<file path="config.mk">
export PLATFORM = sky130hd
export DESIGN_NAME = disp_cmd_decoder_flat
export DESIGN_NICKNAME = d
export VERILOG_FILES = /design/src/rtl/disp_cmd_pkg.sv /design/src/rtl/disp_cmd_if.sv /design/src/rtl/disp_cursor.sv /design/src/rtl/disp_cmd_decoder.sv /design/src/flat_wrapper.sv
export SDC_FILE = /design/constraint.sdc
export NUM_CORES = 1
export LEC_CHECK = 0
export ABC_AREA = 1
export CORE_UTILIZATION = 51
export DETAILED_ROUTE_END_ITERATION = 6
export PLACE_DENSITY = 0.75
export SYNTH_ARGS = -nofsm -noshare
export SYNTH_HDL_FRONTEND = slang
export SYNTH_SLANG_ARGS = --single-unit
</file>
<file path="constraint.sdc">
create_clock -name clk -period 2.95 [get_ports clk]
set_input_delay 0.4425 -clock clk [delete_from_list [all_inputs] [get_ports clk]]
set_output_delay 0.4425 -clock clk [all_outputs]
set_load 0.05 [all_outputs]
</file>
<file path="src/rtl/disp_cmd_pkg.sv">
`default_nettype none
// ============================================================================
// Module   : disp_cmd_pkg
// Brief    : Shared opcodes, FSM encoding, default geometry and RAM word
//            layout for the text-mode display path (decoder + pixel generator).
// Revision : 1.0 - initial release
// ============================================================================
package disp_cmd_pkg;

  // Default text-mode geometry and character/attribute defaults
  localparam int unsigned DEF_COLS       = 100;
  localparam int unsigned DEF_ROWS       = 37;
  localparam logic [7:0]  DEF_BLANK_CHAR = 8'h20;
  localparam logic [7:0]  DEF_ATTR_RESET = 8'h07;

  // Command opcodes; anything above OP_CLEAR is undefined
  localparam logic [7:0] OP_NOP      = 8'h00;
  localparam logic [7:0] OP_SET_ROW  = 8'h01;
  localparam logic [7:0] OP_SET_COL  = 8'h02;
  localparam logic [7:0] OP_SET_ATTR = 8'h03;
  localparam logic [7:0] OP_PUT_CHAR = 8'h04;
  localparam logic [7:0] OP_CLEAR    = 8'h05;

  // Decoder state encoding
  typedef enum logic [1:0] {
    ST_OPCODE = 2'd0,
    ST_ARG    = 2'd1,
    ST_CLEAR  = 2'd2
  } state_e;

  // Character RAM word: attribute in the upper byte, character in the lower
  typedef struct packed {
    logic [7:0] attr;
    logic [7:0] chr;
  } ram_word_t;

  function automatic ram_word_t make_word(input logic [7:0] attr, input logic [7:0] chr);
    ram_word_t w;
    w.attr = attr;
    w.chr  = chr;
    return w;
  endfunction

endpackage
`default_nettype wire

</file>
<file path="src/rtl/disp_cmd_if.sv">
`default_nettype none
// ============================================================================
// Module   : disp_cmd_if
// Brief    : Byte-stream command channel from the FIFO reader to the decoder.
//            The reader strobes cmd_valid only while cmd_ready is high.
// Revision : 1.0 - initial release
// ============================================================================
interface disp_cmd_if;
  logic [7:0] cmd_data;
  logic       cmd_valid;
  logic       cmd_ready;

  modport master (output cmd_data, output cmd_valid, input  cmd_ready);
  modport slave  (input  cmd_data, input  cmd_valid, output cmd_ready);
endinterface
`default_nettype wire

</file>
<file path="src/rtl/disp_cursor.sv">
`default_nettype none
// ============================================================================
// Module   : disp_cursor
// Brief    : Cursor row/column register with clamped load, wrapping advance
//            and home, plus the linear RAM address row*COLS+col.
// Revision : 1.0 - initial release
// ============================================================================
module disp_cursor
  import disp_cmd_pkg::*;
#(
  parameter int unsigned COLS   = DEF_COLS,
  parameter int unsigned ROWS   = DEF_ROWS,
  parameter int unsigned ADDR_W = 12
) (
  input  logic              clk,
  input  logic              nrst,
  input  logic              home,
  input  logic              load_row,
  input  logic              load_col,
  input  logic              advance,
  input  logic [7:0]        arg,
  output logic [7:0]        row,
  output logic [7:0]        col,
  output logic [ADDR_W-1:0] addr
);

  localparam logic [7:0] ROW_MAX = 8'(ROWS - 1);
  localparam logic [7:0] COL_MAX = 8'(COLS - 1);

  logic [7:0] row_d, row_q;
  logic [7:0] col_d, col_q;

  // Next cursor: home beats load, load beats advance (only one is ever active)
  always_comb begin
    row_d = row_q;
    col_d = col_q;
    if (home) begin
      row_d = '0;
      col_d = '0;
    end else if (load_row) begin
      row_d = (arg > ROW_MAX) ? ROW_MAX : arg;
    end else if (load_col) begin
      col_d = (arg > COL_MAX) ? COL_MAX : arg;
    end else if (advance) begin
      if (col_q == COL_MAX) begin
        col_d = '0;
        row_d = (row_q == ROW_MAX) ? 8'd0 : row_q + 8'd1;
      end else begin
        col_d = col_q + 8'd1;
      end
    end
  end

  // Cursor registers
  always_ff @(posedge clk or negedge nrst) begin
    if (!nrst) begin
      row_q <= '0;
      col_q <= '0;
    end else begin
      row_q <= row_d;
      col_q <= col_d;
    end
  end

  assign row  = row_q;
  assign col  = col_q;
  assign addr = ADDR_W'(row_q) * ADDR_W'(COLS) + ADDR_W'(col_q);

endmodule
`default_nettype wire

</file>
<file path="src/rtl/disp_cmd_decoder.sv">
`default_nettype none
// ============================================================================
// Module   : disp_cmd_decoder
// Brief    : Text-mode command decoder. Turns the command byte stream into
//            cursor/attribute updates and single-cycle character RAM writes,
//            including a full-screen CLEAR sweep during which input is refused.
// Revision : 1.0 - initial release
// ============================================================================
module disp_cmd_decoder
  import disp_cmd_pkg::*;
#(
  parameter int unsigned COLS       = DEF_COLS,
  parameter int unsigned ROWS       = DEF_ROWS,
  parameter int unsigned ADDR_W     = 12,
  parameter logic [7:0]  BLANK_CHAR = DEF_BLANK_CHAR,
  parameter logic [7:0]  ATTR_RESET = DEF_ATTR_RESET
) (
  input  logic              clk,
  input  logic              nrst,
  disp_cmd_if.slave         cmd,
  output logic              mem_we,
  output logic [ADDR_W-1:0] mem_addr,
  output logic [15:0]       mem_wdata,
  output logic [7:0]        cur_row,
  output logic [7:0]        cur_col,
  output logic [7:0]        cur_attr,
  output logic              drop_err,
  output logic              opcode_err
);

  localparam logic [ADDR_W-1:0] CLR_LAST = ADDR_W'(ROWS * COLS - 1);

  state_e            state_d, state_q;
  logic [7:0]        opcode_d, opcode_q;
  logic [ADDR_W-1:0] clr_cnt_d, clr_cnt_q;
  logic              cmd_ready_d, cmd_ready_q;
  logic              mem_we_d, mem_we_q;
  logic [ADDR_W-1:0] mem_addr_d, mem_addr_q;
  logic [15:0]       mem_wdata_d, mem_wdata_q;
  logic [7:0]        attr_d, attr_q;
  logic              drop_err_d, drop_err_q;
  logic              opcode_err_d, opcode_err_q;

  logic              accept;
  logic              cur_home, cur_load_row, cur_load_col, cur_advance;
  logic [ADDR_W-1:0] cur_addr;

  disp_cursor #(
    .COLS   (COLS),
    .ROWS   (ROWS),
    .ADDR_W (ADDR_W)
  ) u_cursor (
    .clk      (clk),
    .nrst     (nrst),
    .home     (cur_home),
    .load_row (cur_load_row),
    .load_col (cur_load_col),
    .advance  (cur_advance),
    .arg      (cmd.cmd_data),
    .row      (cur_row),
    .col      (cur_col),
    .addr     (cur_addr)
  );

  assign accept = cmd.cmd_valid & cmd_ready_q;

  // Next-state, command execution and RAM write generation
  always_comb begin
    state_d      = state_q;
    opcode_d     = opcode_q;
    clr_cnt_d    = clr_cnt_q;
    cmd_ready_d  = cmd_ready_q;
    mem_we_d     = 1'b0;
    mem_addr_d   = mem_addr_q;
    mem_wdata_d  = mem_wdata_q;
    attr_d       = attr_q;
    drop_err_d   = drop_err_q | (cmd.cmd_valid & ~cmd_ready_q);
    opcode_err_d = opcode_err_q;
    cur_home     = 1'b0;
    cur_load_row = 1'b0;
    cur_load_col = 1'b0;
    cur_advance  = 1'b0;

    case (state_q)
      ST_OPCODE: begin
        if (accept) begin
          opcode_d = cmd.cmd_data;
          case (cmd.cmd_data)
            OP_SET_ROW, OP_SET_COL, OP_SET_ATTR, OP_PUT_CHAR: state_d = ST_ARG;
            OP_CLEAR: begin
              state_d     = ST_CLEAR;
              clr_cnt_d   = '0;
              cmd_ready_d = 1'b0;
            end
            OP_NOP: ;
            default: opcode_err_d = 1'b1;
          endcase
        end
      end

      ST_ARG: begin
        if (accept) begin
          state_d = ST_OPCODE;
          case (opcode_q)
            OP_SET_ROW:  cur_load_row = 1'b1;
            OP_SET_COL:  cur_load_col = 1'b1;
            OP_SET_ATTR: attr_d       = cmd.cmd_data;
            OP_PUT_CHAR: begin
              // Address uses the cursor before this cycle's advance
              mem_we_d    = 1'b1;
              mem_addr_d  = cur_addr;
              mem_wdata_d = make_word(attr_q, cmd.cmd_data);
              cur_advance = 1'b1;
            end
            default: ;
          endcase
        end
      end

      ST_CLEAR: begin
        mem_we_d    = 1'b1;
        mem_addr_d  = clr_cnt_q;
        mem_wdata_d = make_word(attr_q, BLANK_CHAR);
        clr_cnt_d   = clr_cnt_q + ADDR_W'(1);
        if (clr_cnt_q == CLR_LAST) begin
          cur_home    = 1'b1;
          cmd_ready_d = 1'b1;
          state_d     = ST_OPCODE;
        end
      end

      default: state_d = ST_OPCODE;
    endcase
  end

  // State and output registers
  always_ff @(posedge clk or negedge nrst) begin
    if (!nrst) begin
      state_q      <= ST_OPCODE;
      opcode_q     <= OP_NOP;
      clr_cnt_q    <= '0;
      cmd_ready_q  <= 1'b1;
      mem_we_q     <= 1'b0;
      mem_addr_q   <= '0;
      mem_wdata_q  <= '0;
      attr_q       <= ATTR_RESET;
      drop_err_q   <= 1'b0;
      opcode_err_q <= 1'b0;
    end else begin
      state_q      <= state_d;
      opcode_q     <= opcode_d;
      clr_cnt_q    <= clr_cnt_d;
      cmd_ready_q  <= cmd_ready_d;
      mem_we_q     <= mem_we_d;
      mem_addr_q   <= mem_addr_d;
      mem_wdata_q  <= mem_wdata_d;
      attr_q       <= attr_d;
      drop_err_q   <= drop_err_d;
      opcode_err_q <= opcode_err_d;
    end
  end

  assign cmd.cmd_ready = cmd_ready_q;
  assign mem_we        = mem_we_q;
  assign mem_addr      = mem_addr_q;
  assign mem_wdata     = mem_wdata_q;
  assign cur_attr      = attr_q;
  assign drop_err      = drop_err_q;
  assign opcode_err    = opcode_err_q;

endmodule
`default_nettype wire
</file>
<file path="src/flat_wrapper.sv">
// flat-port wrapper written by rule: the top's interface ports become plain ports
module disp_cmd_decoder_flat import disp_cmd_pkg::*;
#(
  parameter int unsigned COLS       = DEF_COLS,
  parameter int unsigned ROWS       = DEF_ROWS,
  parameter int unsigned ADDR_W     = 12,
  parameter logic [7:0]  BLANK_CHAR = DEF_BLANK_CHAR,
  parameter logic [7:0]  ATTR_RESET = DEF_ATTR_RESET
)
  (clk, nrst, mem_we, mem_addr, mem_wdata, cur_row, cur_col, cur_attr, drop_err, opcode_err, cmd_cmd_data, cmd_cmd_valid, cmd_cmd_ready);
  disp_cmd_if cmd_i ();
  input  logic clk;
  input  logic nrst;
  output logic mem_we;
  output logic [ADDR_W-1:0] mem_addr;
  output logic [15:0] mem_wdata;
  output logic [7:0] cur_row;
  output logic [7:0] cur_col;
  output logic [7:0] cur_attr;
  output logic drop_err;
  output logic opcode_err;
  input wire logic [$bits(cmd_i.cmd_data)-1:0] cmd_cmd_data;
  input wire logic [$bits(cmd_i.cmd_valid)-1:0] cmd_cmd_valid;
  output wire logic [$bits(cmd_i.cmd_ready)-1:0] cmd_cmd_ready;
  assign cmd_i.cmd_data = cmd_cmd_data;
  assign cmd_i.cmd_valid = cmd_cmd_valid;
  assign cmd_cmd_ready = cmd_i.cmd_ready;
  disp_cmd_decoder #(.COLS(COLS), .ROWS(ROWS), .ADDR_W(ADDR_W), .BLANK_CHAR(BLANK_CHAR), .ATTR_RESET(ATTR_RESET)) u_core (.clk(clk), .nrst(nrst), .cmd(cmd_i), .mem_we(mem_we), .mem_addr(mem_addr), .mem_wdata(mem_wdata), .cur_row(cur_row), .cur_col(cur_col), .cur_attr(cur_attr), .drop_err(drop_err), .opcode_err(opcode_err));
endmodule
</file>
== Word-level counts from Yosys, hierarchy flattened ==
Cells that the tools add are included.

* Bits in registers: 78
* Bits of input ports: 11
* Output and inout port bits: 56
* Logic and storage cells: 107

* Add/sub/neg operators: 4
* $mul: 1
* Magnitude comparators: 2
* Eq/ne operators: 22
* Muxes and demuxes: 43
* Bitwise operators: 5
* Reduce and logical (&&, ||, !) cells: 18

{| class="wikitable"
|+ Operators with widths
! kind !! count
|-
| $mux W8 || 13
|-
| $mux W12 || 4
|-
| $pmux W12 S2 || 2
|-
| $eq A8 B2 Y1 const B || 4
|-
| $mux W16 || 2
|-
| $pmux W16 S2 || 1
|-
| $eq A8 B3 Y1 const B || 3
|-
| $add A8 B1 Y8 const B || 2
|-
| $eq A8 B1 Y1 const B || 2
|-
| $reduce_and A3 Y1 || 5
|-
| $mux W1 || 14
|-
| $add A12 B1 Y12 const B || 1
|-
| $add A12 B8 Y12 || 1
|-
| $eq A12 B12 Y1 const B || 1
|-
| $mul A8 B5 Y10 const B || 1
|-
| $ne A2 B1 Y1 const B || 5
|-
| $reduce_bool A3 Y1 || 3
|-
| $eq A8 B6 Y1 const B || 1
|-
| $eq A8 B7 Y1 const B || 1
|-
| $gt A8 B6 Y1 const B || 1
|-
| $gt A8 B7 Y1 const B || 1
|-
| $logic_not A8 Y1 || 1
|-
| $reduce_and A4 Y1 || 2
|-
| $mux W2 || 3
|-
| 16 further kinds || 21
|}

== Longest topological paths before layout ==
* Depth after elaboration: 8
* Depth in mapped cells: 19

== Modules after synthesis ==
A second synthesis with hierarchy kept.

* Cell total of the unflattened synthesis: 741
* Area total of the unflattened synthesis: 5370.2 um^2

{| class="wikitable"
|+ By module, submodules not included
! module !! times used !! cells each !! area each (um^2) !! sequential area each (um^2)
|-
| disp_cmd_decoder || 1 || 405 || 3200.6 || 1556.5
|-
| disp_cursor || 1 || 336 || 2169.6 || 400.4
|}

== Worst setup path before layout ==
Ideal clock, no wire load.

* Path kind: register -> register
* From: reg u_core.u_cursor.row_q[2], in the netlist u_core.u_cursor.row[2]
* To: reg u_core.mem_addr_q[10], in the netlist u_core.mem_addr[10]
* Setup time: 118 ps
* Arrival time: 3104 ps
* Required time: 2832 ps
* Setup slack: -272 ps
* Cell stages (with the launch flop): 15
* Buffers on the path: 0
* Period minus slack after synthesis: 3222 ps
* Cell sequence: dfrtp_1 -> ha_1 -> ha_1 -> ha_1 -> fa_1 -> ha_1 -> nand2_1 -> inv_1 -> nand4_1 -> nand3_1 -> nand2_1 -> o21bai_1 -> nand3_1 -> nand2_1 -> nand2_1

* Longest elaborated chain between the ends: 5

{| class="wikitable"
|+ RTL lines
! item !! RTL line !! source
|-
| start: declaration || disp_cursor.sv:30 || <nowiki>logic [7:0] row_d, row_q;</nowiki>
|-
| start signal: assignment || disp_cursor.sv:60 || <nowiki>row_q <= row_d;</nowiki>
|-
| $mul A8 B5 Y10 || disp_cursor.sv:67 || <nowiki>assign addr = ADDR_W'(row_q) * ADDR_W'(COLS) + ADDR_W'(col_q);</nowiki>
|-
| $add A12 B8 Y12 || disp_cursor.sv:67 ||
|-
| $mux W12 || disp_cmd_decoder.sv:104 || <nowiki>case (opcode_q)</nowiki>
|-
| $mux W12 || disp_cmd_decoder.sv:102 || <nowiki>if (accept) begin</nowiki>
|-
| $pmux W12 S2 || disp_cmd_decoder.sv:84 || <nowiki>case (state_q)</nowiki>
|-
| end signal: assignment || disp_cmd_decoder.sv:155 || <nowiki>mem_addr_q <= mem_addr_d;</nowiki>
|-
| end: declaration || disp_cmd_decoder.sv:38 || <nowiki>logic [ADDR_W-1:0] mem_addr_d, mem_addr_q;</nowiki>
|}

No other way between the ends. The select of a mux whose other input is x is not followed.
A chain may end at the register's enable or synchronous reset.

== Worst setup path after layout ==
Ends and elaborated chain as after synthesis.

==> implementation parameters <==
Parameter                              Value

Placement
  Cell Area, Placed ... 0.00596 sq mm
  Global placement routability congestion ... 0.967
  Placed Instances ... 882
  Input/output buffers ... 66
  Hpwl dp ... 9800 microns

Timing
  Count of pins over their slew limit ... 0
  Endpoints failing hold ... 0
  Setup-failing EPs final ... 0
  Final worst hold slack ... 153 ps
  Final Critical Period ... 2870 ps
  Slew of the pin with the lowest slew margin ... 796 ps
  Relative max-transition margin ... 46.9%
  Final period utilization ... 97.2%
  Worst setup skew after layout ... 11.4 ps
  Maximum achievable frequency ... 349 MHz
  Setup repair after global routing missed its margin ... true

GRT
  Residual overflow from global routing ... 0
  Via count of the first global-routing pass ... 4,606
  Number of antenna violations at the first check in global routing ... 0
  GRT Overall Usage ... 27.2%
  First-pass GRT wire length ... 21,700 microns
  Pin count of the biggest net entering global routing ... 63

Route
  Total DRC errors in the routed layout ... 0
  Number of search-and-repair iterations in the first detailed-routing pass ... 5
  Routed vias ... 4,781
  Average vias per placed instance ... 5.31
  Wire length per cell ... 14.8 microns
  Initial DRC Count ... 303
  Antenna violation net count after detailed routing ... 0
  Total detailed-routing wirelength ... 13,300 microns

Clock network
  Clock-pin slew of the registers on the worst-case setup and hold paths ... 90 ps
  Clock insertion delay at the later pin of the skew report ... 370 ps
  Number of clock buffers inserted by TritonCTS ... 9
  H-Tree Level Count ... 3
  Cell chosen for the clock root ... sky130_fd_sc_hd__clkbuf_8
  Clock buffer depth ... 2
  Quantity of hold-fixing buffers added after cts ... 0
  CTS sink count ... 78
  CTS tree ... done

Synthesis
  Area share of and/or/nand/nor cells after synthesis ... 29.7%
  Area fraction in compound gates after synthesis ... 10.6%
  Synthesized-area fraction occupied by xor and xnor cells ... 2.23%
  Post-synthesis cell count ... 694
  Synth warn ... 0
  Proportion of synthesized area in mux cells ... 0%
  Combinational family with the most area after synthesis ... simple AND/OR/NAND/NOR gates
  Post-synthesis sequential area ratio ... 38.3%
  Post-synthesis sequential element count ... 78
  Cell type with the largest total area after synthesis ... sky130_fd_sc_hd__dfrtp_1
  Fraction of the mapped netlist area in adder cells ... 9.64%
  Top cell type's share of synthesized area ... 36.2%
  Synthesized Nets ... 742
  Mean instance size in the synthesized netlist ... 7.37 sq um
  Count of unique library cells instantiated by Yosys ... 39
  Cell types with the largest area share after synthesis ... sky130_fd_sc_hd__dfrtp_1 (36%), sky130_fd_sc_hd__nand2_1 (15%), sky130_fd_sc_hd__ha_1 (8.1%)
  Post-Synthesis Cell Area ... 0.00511 sq mm

Finish
  Area growth from synthesis to layout ... 23.6%
  Final net count ... 811
  Diode count ... 0
  Fin cells ... 901
  Most common cell after layout, fill and taps aside ... sky130_fd_sc_hd__nand2_1
  Layout cell share with drive strength beyond 1 ... 11.2%
  Summed area of non-filler cells in the final layout ... 0.00632 sq mm
  Top library cells by usage in the layout, fill and taps aside ... sky130_fd_sc_hd__nand2_1 (198), sky130_fd_sc_hd__inv_1 (88), sky130_fd_sc_hd__dfrtp_1 (69)

Power and ir drop
  Sequential cell fraction of total power ... 37.7%
  Share of power burned in combinational logic ... 38.5%
  Proportion of total power due to net switching ... 40.7%
  Switching component of the power ... 1.56 mW
  Peak supply drop ... 0.671 mV
  Int Power ... 2.27 mW
  Static leakage ... 3.12 nW
  Share of power burned in the clock network ... 23.8%
  Total power per unit cell area ... 605 mW/mm^2

Die
  Die Span X ... 102 microns
  Initial core utilization ... 52.6%
  Area of the core ... 0.00973 sq mm
  Row count ... 36
  Overall die area ... 0.0104 sq mm
  Die Y ... 102 microns
  Top-level port count ... 67

Job
  Max Cap Violations ... 0

Worst setup path
  Max Fanout on Critical Path ... 5
  WS Path Type ... reg2reg
  Arrival time of the worst setup path ... 3140 ps
  Crit path capture type ... flop
  Setup crit start kind ... flop
  Worst path required time ... 3220 ps

Hold path
  Hold WC Path Type ... in2async

Outcome
  Status ... completed
[layout make-up]
type                       instances  area [sq um]
multi-input combinational        498          2850
clock inverter                     5          82.6
inverter                          97           367
tap                              133           166
sequential                        78          1970
clock buffer                      11           141
fill                             865          3410
timing repair buffer              79           756
[flip-flops by register name, indices dropped and copies added, names as in the netlist]
name and flops:
u_core.opcode_err 1, u_core.opcode_q 8, u_core.u_cursor.row 8, u_core.mem_addr 12
u_core.cur_attr 8, u_core.clr_cnt_q 12, u_core.drop_err 1, u_core.u_cursor.col 8
u_core.mem_wdata 16, u_core.state_q 2, u_core.cmd.cmd_ready 1, u_core.mem_we 1
[worst max-delay path, cell delays in order, from the launching register on]
cell                       delay, ps
sky130_fd_sc_hd__dfrtp_4         520
sky130_fd_sc_hd__ha_4            290
sky130_fd_sc_hd__ha_4            200
sky130_fd_sc_hd__ha_4            270
sky130_fd_sc_hd__fa_1            450
sky130_fd_sc_hd__ha_4            320
sky130_fd_sc_hd__nand2_2          60
sky130_fd_sc_hd__inv_2            60
sky130_fd_sc_hd__nand4_1          90
sky130_fd_sc_hd__nand3_1         110
sky130_fd_sc_hd__nand2_1          70
sky130_fd_sc_hd__o21bai_1        120
sky130_fd_sc_hd__nand3_1          90
sky130_fd_sc_hd__nand2_1         100
sky130_fd_sc_hd__nand2_1          40
[worst paths after layout]
kind / startpoint / to / slack, ps / cells after the start
worst min-delay path: nrst / u_core.mem_addr[8] / 150 / 1
min in group clk: u_core.mem_wdata[10] / u_core.mem_wdata[10] / 480 / 2
worst max register to register: u_core.u_cursor.row[2] / u_core.mem_addr[10] / 80 / 14
max in group asynchronous: nrst / u_core.mem_wdata[6] / 2120 / 2
worst max-delay path: u_core.u_cursor.row[2] / u_core.mem_addr[10] / 80 / 14
worst min register to register: u_core.mem_wdata[10] / u_core.mem_wdata[10] / 480 / 2
[power groups by stage]
stage          Clock, mW  Combinational (mW)  Sequential [mW]
2_1_floorplan          0               0.656             1.79
3_3_place_gp           0                1.42             1.45
3_5_place_dp           0                1.45             1.45
4_1_cts            0.928                1.46             1.44
5_1_grt            0.966                1.59             1.47
6_report           0.912                1.47             1.44
[cells by family after synthesis]
kind of cell	count (synthesis)
buffers and inverters	118
adder cells (fa/ha/maj)	37
flip-flops	78
XOR/XNOR	13
AND/OR/NAND/NOR	352
AO/OA/AOI/OAI	96
[per-layer routing]
layer	GRT usage [%]	vias to the layer above	part of all wire, %
li1	-	2364	-
met2	46.3	124	49
met3	5.13	37	4.6
met1	33.5	2256	44
met4	12.4	0	2.5
met5	0	-	0
[cell usage after synthesis (all sizes together)]
cell    number
a21boi       2
a21oi       22
a22oi        2
a31o         1
a31oi        5
buf         16
clkbuf       5
dfrtp       74
dfstp        4
fa           4
ha          33
inv         97
nand2      206
nand3       45
nand3b       2
nand4       17
nor2        62
nor3        16
nor4         2
o211ai       1
o21a         3
o21ai       53
o21bai       2
o22ai        2
o31ai        3
or2          2
xor2        13
[per-stage QoR]
stage          setup slack, ps  setup TNS [ps]  total power, mW  util, %
6_report                  82.4               0             3.83     65.0
5_1_grt                  -80.2            -139             4.02     65.0
4_1_cts                   3.07               0             3.82     63.9
3_5_place_dp             -54.6           -56.0             2.90     61.3
3_3_place_gp              55.8               0             2.87     61.3
2_1_floorplan             9.39               0             2.45        -
[repair_timing]
item | CTS | global route
buffers inserted | 2 | 1
gates resized for setup | 2 | 18
setup endpoints to repair | 3 | 3
pin swaps | 0 | 12
Note: power is estimated with default switching activity, not from simulation.
